### config.mk
export PLATFORM = sky130hd
export DESIGN_NAME = axil_wr_arbiter_flat
export DESIGN_NICKNAME = d
export VERILOG_FILES = /design/src/rtl/axil_wr_arbiter_if.sv /design/src/rtl/axil_wr_arbiter.sv /design/src/flat_wrapper.sv
export SDC_FILE = /design/constraint.sdc
export NUM_CORES = 1
export LEC_CHECK = 0
export CORE_ASPECT_RATIO = 1.25
export CORE_MARGIN = 2
export CORE_UTILIZATION = 38
export CTS_BUF_LIST = sky130_fd_sc_hd__clkbuf_2
export DETAILED_ROUTE_END_ITERATION = 16
export PLACE_DENSITY = 0.8
export SYNTH_ARGS = -nofsm -noshare
export SYNTH_HDL_FRONTEND = slang
export SYNTH_SLANG_ARGS = --single-unit
export TNS_END_PERCENT = 1
### constraint.sdc
create_clock -name CLK -period 3.8 [get_ports CLK]
set_clock_uncertainty 0.05 [all_clocks]
set_input_delay 0.76 -clock CLK [delete_from_list [all_inputs] [get_ports CLK]]
set_output_delay 0.76 -clock CLK [all_outputs]
set_load 0.005 [all_outputs]
### src/rtl/axil_wr_arbiter_if.sv
// Bus bundle between the requesters, the round-robin write arbiter and the
// shared AXI-lite write master.
interface axil_wr_arbiter_if #(
   parameter int N    = 32,
   parameter int NREQ = 4
);
   logic [NREQ-1:0]   req;
   logic [NREQ*N-1:0] req_addr;
   logic [NREQ*N-1:0] req_data;
   logic [NREQ-1:0]   gnt;
   logic [NREQ-1:0]   ack;
   logic [N-1:0]      m_addr;
   logic [N-1:0]      m_data;
   logic              m_start;
   logic              m_done;

   // Arbiter side: drives grants, acks and the master command.
   modport master (
      input  req, req_addr, req_data, m_done,
      output gnt, ack, m_addr, m_data, m_start
   );

   // Environment side: requesters plus the write master.
   modport slave (
      output req, req_addr, req_data, m_done,
      input  gnt, ack, m_addr, m_data, m_start
   );
endinterface

### src/rtl/axil_wr_arbiter.sv
// Round-robin arbiter sharing one AXI-lite write master among NREQ requesters,
// with a completed-transaction counter and a sticky watchdog flag.
module axil_wr_arbiter #(
   parameter int N       = 32,
   parameter int NREQ    = 4,
   parameter int TIMEOUT = 1024,
   parameter int CNTW    = 16
) (
   input  logic                 CLK,
   input  logic                 R,
   axil_wr_arbiter_if.master    bus,
   output logic                 busy,
   output logic [CNTW-1:0]      txn_count,
   output logic                 timeout_err
);

   localparam int PW  = (NREQ > 1) ? $clog2(NREQ) : 1;
   localparam int WDW = (TIMEOUT > 0) ? $clog2(TIMEOUT + 1) : 1;

   localparam logic [PW-1:0]   PTR_LAST = PW'(NREQ - 1);
   localparam logic [PW-1:0]   PTR_ONE  = PW'(1'b1);
   localparam logic [WDW-1:0]  WD_MAX   = WDW'(TIMEOUT);
   localparam logic [WDW-1:0]  WD_ONE   = WDW'(1'b1);
   localparam logic [CNTW-1:0] CNT_ONE  = CNTW'(1'b1);
   localparam logic [NREQ-1:0] GNT_ONE  = NREQ'(1'b1);

   typedef enum logic [1:0] {
      IDLE   = 2'd0,
      LAUNCH = 2'd1,
      WAIT   = 2'd2,
      ACK    = 2'd3
   } state_t;

   state_t          state_r;
   logic [PW-1:0]   ptr_r;
   logic [PW-1:0]   win_r;
   logic [WDW-1:0]  wd_r;
   logic [NREQ-1:0] gnt_r;
   logic [NREQ-1:0] ack_r;
   logic [N-1:0]    m_addr_r;
   logic [N-1:0]    m_data_r;
   logic            m_start_r;
   logic            busy_r;
   logic [CNTW-1:0] cnt_r;
   logic            tmo_r;

   logic [PW-1:0]   pick_s;
   logic            any_s;
   int              idx_s;

   // Round-robin pick: first set request at or above ptr_r, wrapping at NREQ.
   always_comb begin
      pick_s = '0;
      any_s  = 1'b0;
      idx_s  = 0;
      for (int k = 0; k < NREQ; k++) begin
         idx_s = int'(ptr_r) + k;
         if (idx_s >= NREQ) begin
            idx_s = idx_s - NREQ;
         end else begin
            idx_s = idx_s;
         end
         if (!any_s && bus.req[idx_s]) begin
            any_s  = 1'b1;
            pick_s = PW'(idx_s);
         end else begin
            any_s  = any_s;
         end
      end
   end

   // Arbitration FSM, master command registers, counter and watchdog.
   always_ff @(posedge CLK or posedge R) begin
      if (R) begin
         state_r   <= IDLE;
         ptr_r     <= '0;
         win_r     <= '0;
         wd_r      <= '0;
         gnt_r     <= '0;
         ack_r     <= '0;
         m_addr_r  <= '0;
         m_data_r  <= '0;
         m_start_r <= 1'b0;
         busy_r    <= 1'b0;
         cnt_r     <= '0;
         tmo_r     <= 1'b0;
      end else begin
         case (state_r)
            IDLE: begin
               if (any_s) begin
                  win_r    <= pick_s;
                  gnt_r    <= GNT_ONE << pick_s;
                  m_addr_r <= bus.req_addr[int'(pick_s)*N +: N];
                  m_data_r <= bus.req_data[int'(pick_s)*N +: N];
                  busy_r   <= 1'b1;
                  state_r  <= LAUNCH;
               end
            end
            LAUNCH: begin
               m_start_r <= 1'b1;
               wd_r      <= '0;
               state_r   <= WAIT;
            end
            WAIT: begin
               m_start_r <= 1'b0;
               // Completion takes precedence over a watchdog expiring on the same edge.
               if (bus.m_done) begin
                  ack_r   <= gnt_r;
                  cnt_r   <= cnt_r + CNT_ONE;
                  ptr_r   <= (win_r == PTR_LAST) ? '0 : win_r + PTR_ONE;
                  state_r <= ACK;
               end else begin
                  if (wd_r != WD_MAX) begin
                     wd_r <= wd_r + WD_ONE;
                  end
                  if ((TIMEOUT != 0) && (wd_r == WD_MAX - WD_ONE)) begin
                     tmo_r <= 1'b1;
                  end
               end
            end
            ACK: begin
               ack_r   <= '0;
               gnt_r   <= '0;
               busy_r  <= 1'b0;
               state_r <= IDLE;
            end
            default: begin
               ack_r     <= '0;
               gnt_r     <= '0;
               busy_r    <= 1'b0;
               m_start_r <= 1'b0;
               state_r   <= IDLE;
            end
         endcase
      end
   end

   assign bus.gnt     = gnt_r;
   assign bus.ack     = ack_r;
   assign bus.m_addr  = m_addr_r;
   assign bus.m_data  = m_data_r;
   assign bus.m_start = m_start_r;
   assign busy        = busy_r;
   assign txn_count   = cnt_r;
   assign timeout_err = tmo_r;

endmodule

### src/flat_wrapper.sv
// flat-port wrapper written by rule: the top's interface ports become plain ports
module axil_wr_arbiter_flat 
#(
   parameter int N       = 32,
   parameter int NREQ    = 4,
   parameter int TIMEOUT = 1024,
   parameter int CNTW    = 16
)
  (CLK, R, busy, txn_count, timeout_err, bus_req, bus_req_addr, bus_req_data, bus_m_done, bus_gnt, bus_ack, bus_m_addr, bus_m_data, bus_m_start);
  axil_wr_arbiter_if #(.N(N), .NREQ(NREQ)) bus_i ();
  input  logic CLK;
  input  logic R;
  output logic busy;
  output logic [CNTW-1:0] txn_count;
  output logic timeout_err;
  input wire logic [$bits(bus_i.req)-1:0] bus_req;
  input wire logic [$bits(bus_i.req_addr)-1:0] bus_req_addr;
  input wire logic [$bits(bus_i.req_data)-1:0] bus_req_data;
  input wire logic [$bits(bus_i.m_done)-1:0] bus_m_done;
  output wire logic [$bits(bus_i.gnt)-1:0] bus_gnt;
  output wire logic [$bits(bus_i.ack)-1:0] bus_ack;
  output wire logic [$bits(bus_i.m_addr)-1:0] bus_m_addr;
  output wire logic [$bits(bus_i.m_data)-1:0] bus_m_data;
  output wire logic [$bits(bus_i.m_start)-1:0] bus_m_start;
  assign bus_i.req = bus_req;
  assign bus_i.req_addr = bus_req_addr;
  assign bus_i.req_data = bus_req_data;
  assign bus_i.m_done = bus_m_done;
  assign bus_gnt = bus_i.gnt;
  assign bus_ack = bus_i.ack;
  assign bus_m_addr = bus_i.m_addr;
  assign bus_m_data = bus_i.m_data;
  assign bus_m_start = bus_i.m_start;
  axil_wr_arbiter #(.N(N), .NREQ(NREQ), .TIMEOUT(TIMEOUT), .CNTW(CNTW)) u_core (.CLK(CLK), .R(R), .bus(bus_i), .busy(busy), .txn_count(txn_count), .timeout_err(timeout_err));
endmodule
==> summary.md <==
| Metric | Value |
|---|---|
| Rows | `between 50 and 60` |
| Post-synth EDFFs | `0` |
| Count of unique library cells instantiated by Yosys | `44` |
| Type of origin of the critical path | `input port` |
| CP endpoint kind | `flop` |
| Worst Tran Pin Value | `800 ps` |
| Setup Viol. Count Final | `0` |
| Final hold viol count | `0` |
| Yosys top cell by area | `dfrtp_1` |
| Via count | `7100` |
| Sink Count | `108` |
| GR Util All Layers | `25.6%` |
| Syn Area/Cell | `approximately 9.5 um^2` |
| Status | `finished clean` |
| Post-Synthesis Cells | `729` |
| Clock latency on the worst-skew pair | `approximately 600 ps` |
| Max VDD drop | `0.282 mV` |
| Ys async rst share | `100%` |
| Post-CTS Hold Fix Bufs | `0` |
| Crit-path slowest cell | `nor4_2` |
| GPL Wtd Cong | `0.845` |
| TritonCTS clock tree | `built` |
| Wire per inst | `19.6 um` |
| CORE AREA | `0.0180 mm^2` |
| Crit-path cells | `clkdlybuf4s50_1 > nor4_2 > nand2b_1 > a21o_4 > buf_12 > a211oi_1 > nor3_1` |
| Post-CTS setup buffers | `0` |
| Root Buffer | `clkbuf_2` |
| Tcrit/Tclk final | `around 67%` |
| Post-route ant nets | `0` |
| Flops & latches, synth | `108` |
| Die Wd | `about 120 um` |
| CP Class | `in -> reg` |
| WP data required | `4290 ps` |
| Prevailing post-synth register cell | `dfrtp_1` |
| Initial Utilization | `38.4%` |
| Initial antenna violation count | `1` |
| Final WL | `roughly 25000 um` |
| Post-CTS Resized | `0` |
| Dpl hpwl | `~18000 um` |
| Worst-case clock buffer depth | `2` |
| Grt ovf | `0` |
| Synth warnings | `0` |
| P_leak | `0.00434 uW` |
| Detailed router's first-iteration violation count | `421` |
| DRC viols | `0` |
| Slew margin rel. | `46.7%` |
| MaxCap Viol Count | `0` |
| Design area | `approximately 0.011 mm^2` |
| Max FO, Critical Path | `22` |
| Final Net Count | `1319` |
| DIE AREA | `~0.019 mm^2` |
| DRT Pass-1 Iters | `4` |
| Number of global-route vias before repair | `approximately 7300` |
| Worst-path clk slew | `300 ps` |
| H-tree depth | `3` |
| Layout cells sized above 1 | `~13%` |
| Kind of cell with the highest combined delay on the critical path | `simple AND/OR/NAND/NOR gates` |
| Power per cell area | `597 mW/mm^2` |
| Data arrival, critical path | `3030 ps` |
| Vias/cell | `5.54` |
| Final min period | `2540 ps` |
| Post-Place Cell Area | `0.0106 mm^2` |
| Worst hold path type | `reg -> reg` |
| Post-synth net total | `1000` |
| Area grow syn2layout | `56.2%` |
| Maximum clock frequency | `394 MHz` |
| Crit path buf inv count | `2` |
| Synthesized area | `0.00689 mm^2` |
| IO Pins | `354` |
| Setup TNS Final | `0 ps` |
| Final Max Slew Viols | `0` |
| CP max stage delay | `560 ps` |
| Largest net degree at the start of global routing | `between 100 and 150` |
| TritonCTS Buffers | `9` |
| Top-area cell type share of the netlist area | `39.2%` |
| Port bufs | `353` |
| First-pass GRT wire length | `about 40000 um` |
| Sequential share of the synthesized area | `between 30 and 40%` |
| Main area contributors after synthesis | `dfrtp_1 39%, and3_1 12%, a211oi_2 11%, a211oi_1 7.4%, nor2_1 4.4%` |
| RSZ-0062 raised after global routing | `false` |
| Die height | `155 um` |
| Hold Slack | `443 ps` |
[state kept, by name, summed over array words and instances, names as in the netlist]
| name | cells |
|---|---|
| u_core.busy | 1 |
| u_core.bus.m_data | 32 |
| u_core.ptr_r | 2 |
| u_core.win_r | 2 |
| u_core.txn_count | 16 |
| u_core.wd_r | 11 |
| u_core.state_r | 2 |
| u_core.bus.m_addr | 32 |
| u_core.bus.ack | 4 |
| u_core.bus.m_start | 1 |
| u_core.timeout_err | 1 |
| u_core.bus.gnt | 4 |
[cells in the mapped netlist (all sizes together), types with 6 or more instances]
library cell	n
and3	130
a211oi	128
dfrtp	108
nor2	80
nor3	67
clkbuf	33
buf	32
nand2	28
inv	15
xnor2	13
nand3	11
o21ai	11
ha	8
a22o	6
xor2	6
[routing by layer]
layer  global-route usage [%]  routed length, um  up-vias
met2                     41.7              12300      303
met4                     11.0                893        0
met1                     32.2              10200     3411
met3                     6.47               1710       58
li1                         -                  -     3328
met5                        0                  0        -
[kinds of logic after synthesis]
family / share of synthesized area [%]
buf+inv: 5.68
flops: 39.2
mux: 0.908
fa+ha+maj: 1.45
xor+xnor: 2.41
compound gates: 22.3
simple gates: 28.0
[per-stage QoR]
step	setup WS [ps]	std cells	utilization (%)	power (uW)
after floorplan	144	729	-	4120
after detailed placement	621	1265	59.2	5880
after global placement	727	1265	59.2	5800
final	1260	1282	59.9	6430
after global routing	1130	1282	59.9	6890
after CTS	1240	1281	59.9	6480
[path summary, 6_finish.rpt]
kind / depth (start not counted) / start / slack (ps) / to
setup / recovery: 7 / bus_req[1] / 1260 / u_core.bus.m_addr[13]
hold / removal: 1 / u_core.txn_count[15] / 440 / u_core.txn_count[15]
setup reg to reg: 7 / u_core.state_r[0] / 1550 / u_core.wd_r[10]
hold reg to reg: 1 / u_core.txn_count[15] / 440 / u_core.txn_count[15]
max in group asynchronous: 3 / R / 2420 / u_core.win_r[0]
min in group asynchronous: 2 / R / 510 / u_core.bus.m_addr[25]
[layout make-up]
| type | instances | area (um^2) |
|---|---|---|
| Fill cell | 1557 | 7200 |
| Multi-Input combinational cell | 541 | 3850 |
| Timing Repair Buffer | 373 | 3750 |
| Sequential cell | 108 | 2700 |
| Tap cell | 228 | 285 |
| Clock inverter | 7 | 73.8 |
| Inverter | 15 | 58.8 |
| Clock buffer | 9 | 45.0 |
| Antenna cell | 1 | 2.50 |
[placed cells by master (no fill, tap or decap), types with 9 or more instances in the layout]
master,count
clkdlybuf4s50_1,353
nand3_1,10
xnor2_1,13
buf_4,15
and3_1,130
nand2_1,27
o21ai_0,11
dfrtp_1,108
nor3_2,28
nor2_1,80
nor3_1,39
a211oi_1,68
clkbuf_2,9
a211oi_2,60
inv_1,14
[worst reg2reg max path: cells and delay by family (launching register included)]
kind                       cells  cell delay [ps]
xor gates and xnor gates       1              130
DFF                            1              460
buffers and inverters          1              110
and+or+nand+nor                3              570
adders and majority gates      1              540
AOI/OAI and AO/OA              1              310
[power breakdown]
part | leakage, uW | total, uW | switching [uW] | internal [uW]
sequential | 0.00129 | 1930 | 316 | 1610
combinational | 0.00298 | 3920 | 1960 | 1960
clock | 0.0000695 | 576 | 419 | 157
total | 0.00434 | 6430 | 2690 | 3730
Note: power is estimated with default switching activity, not from simulation.
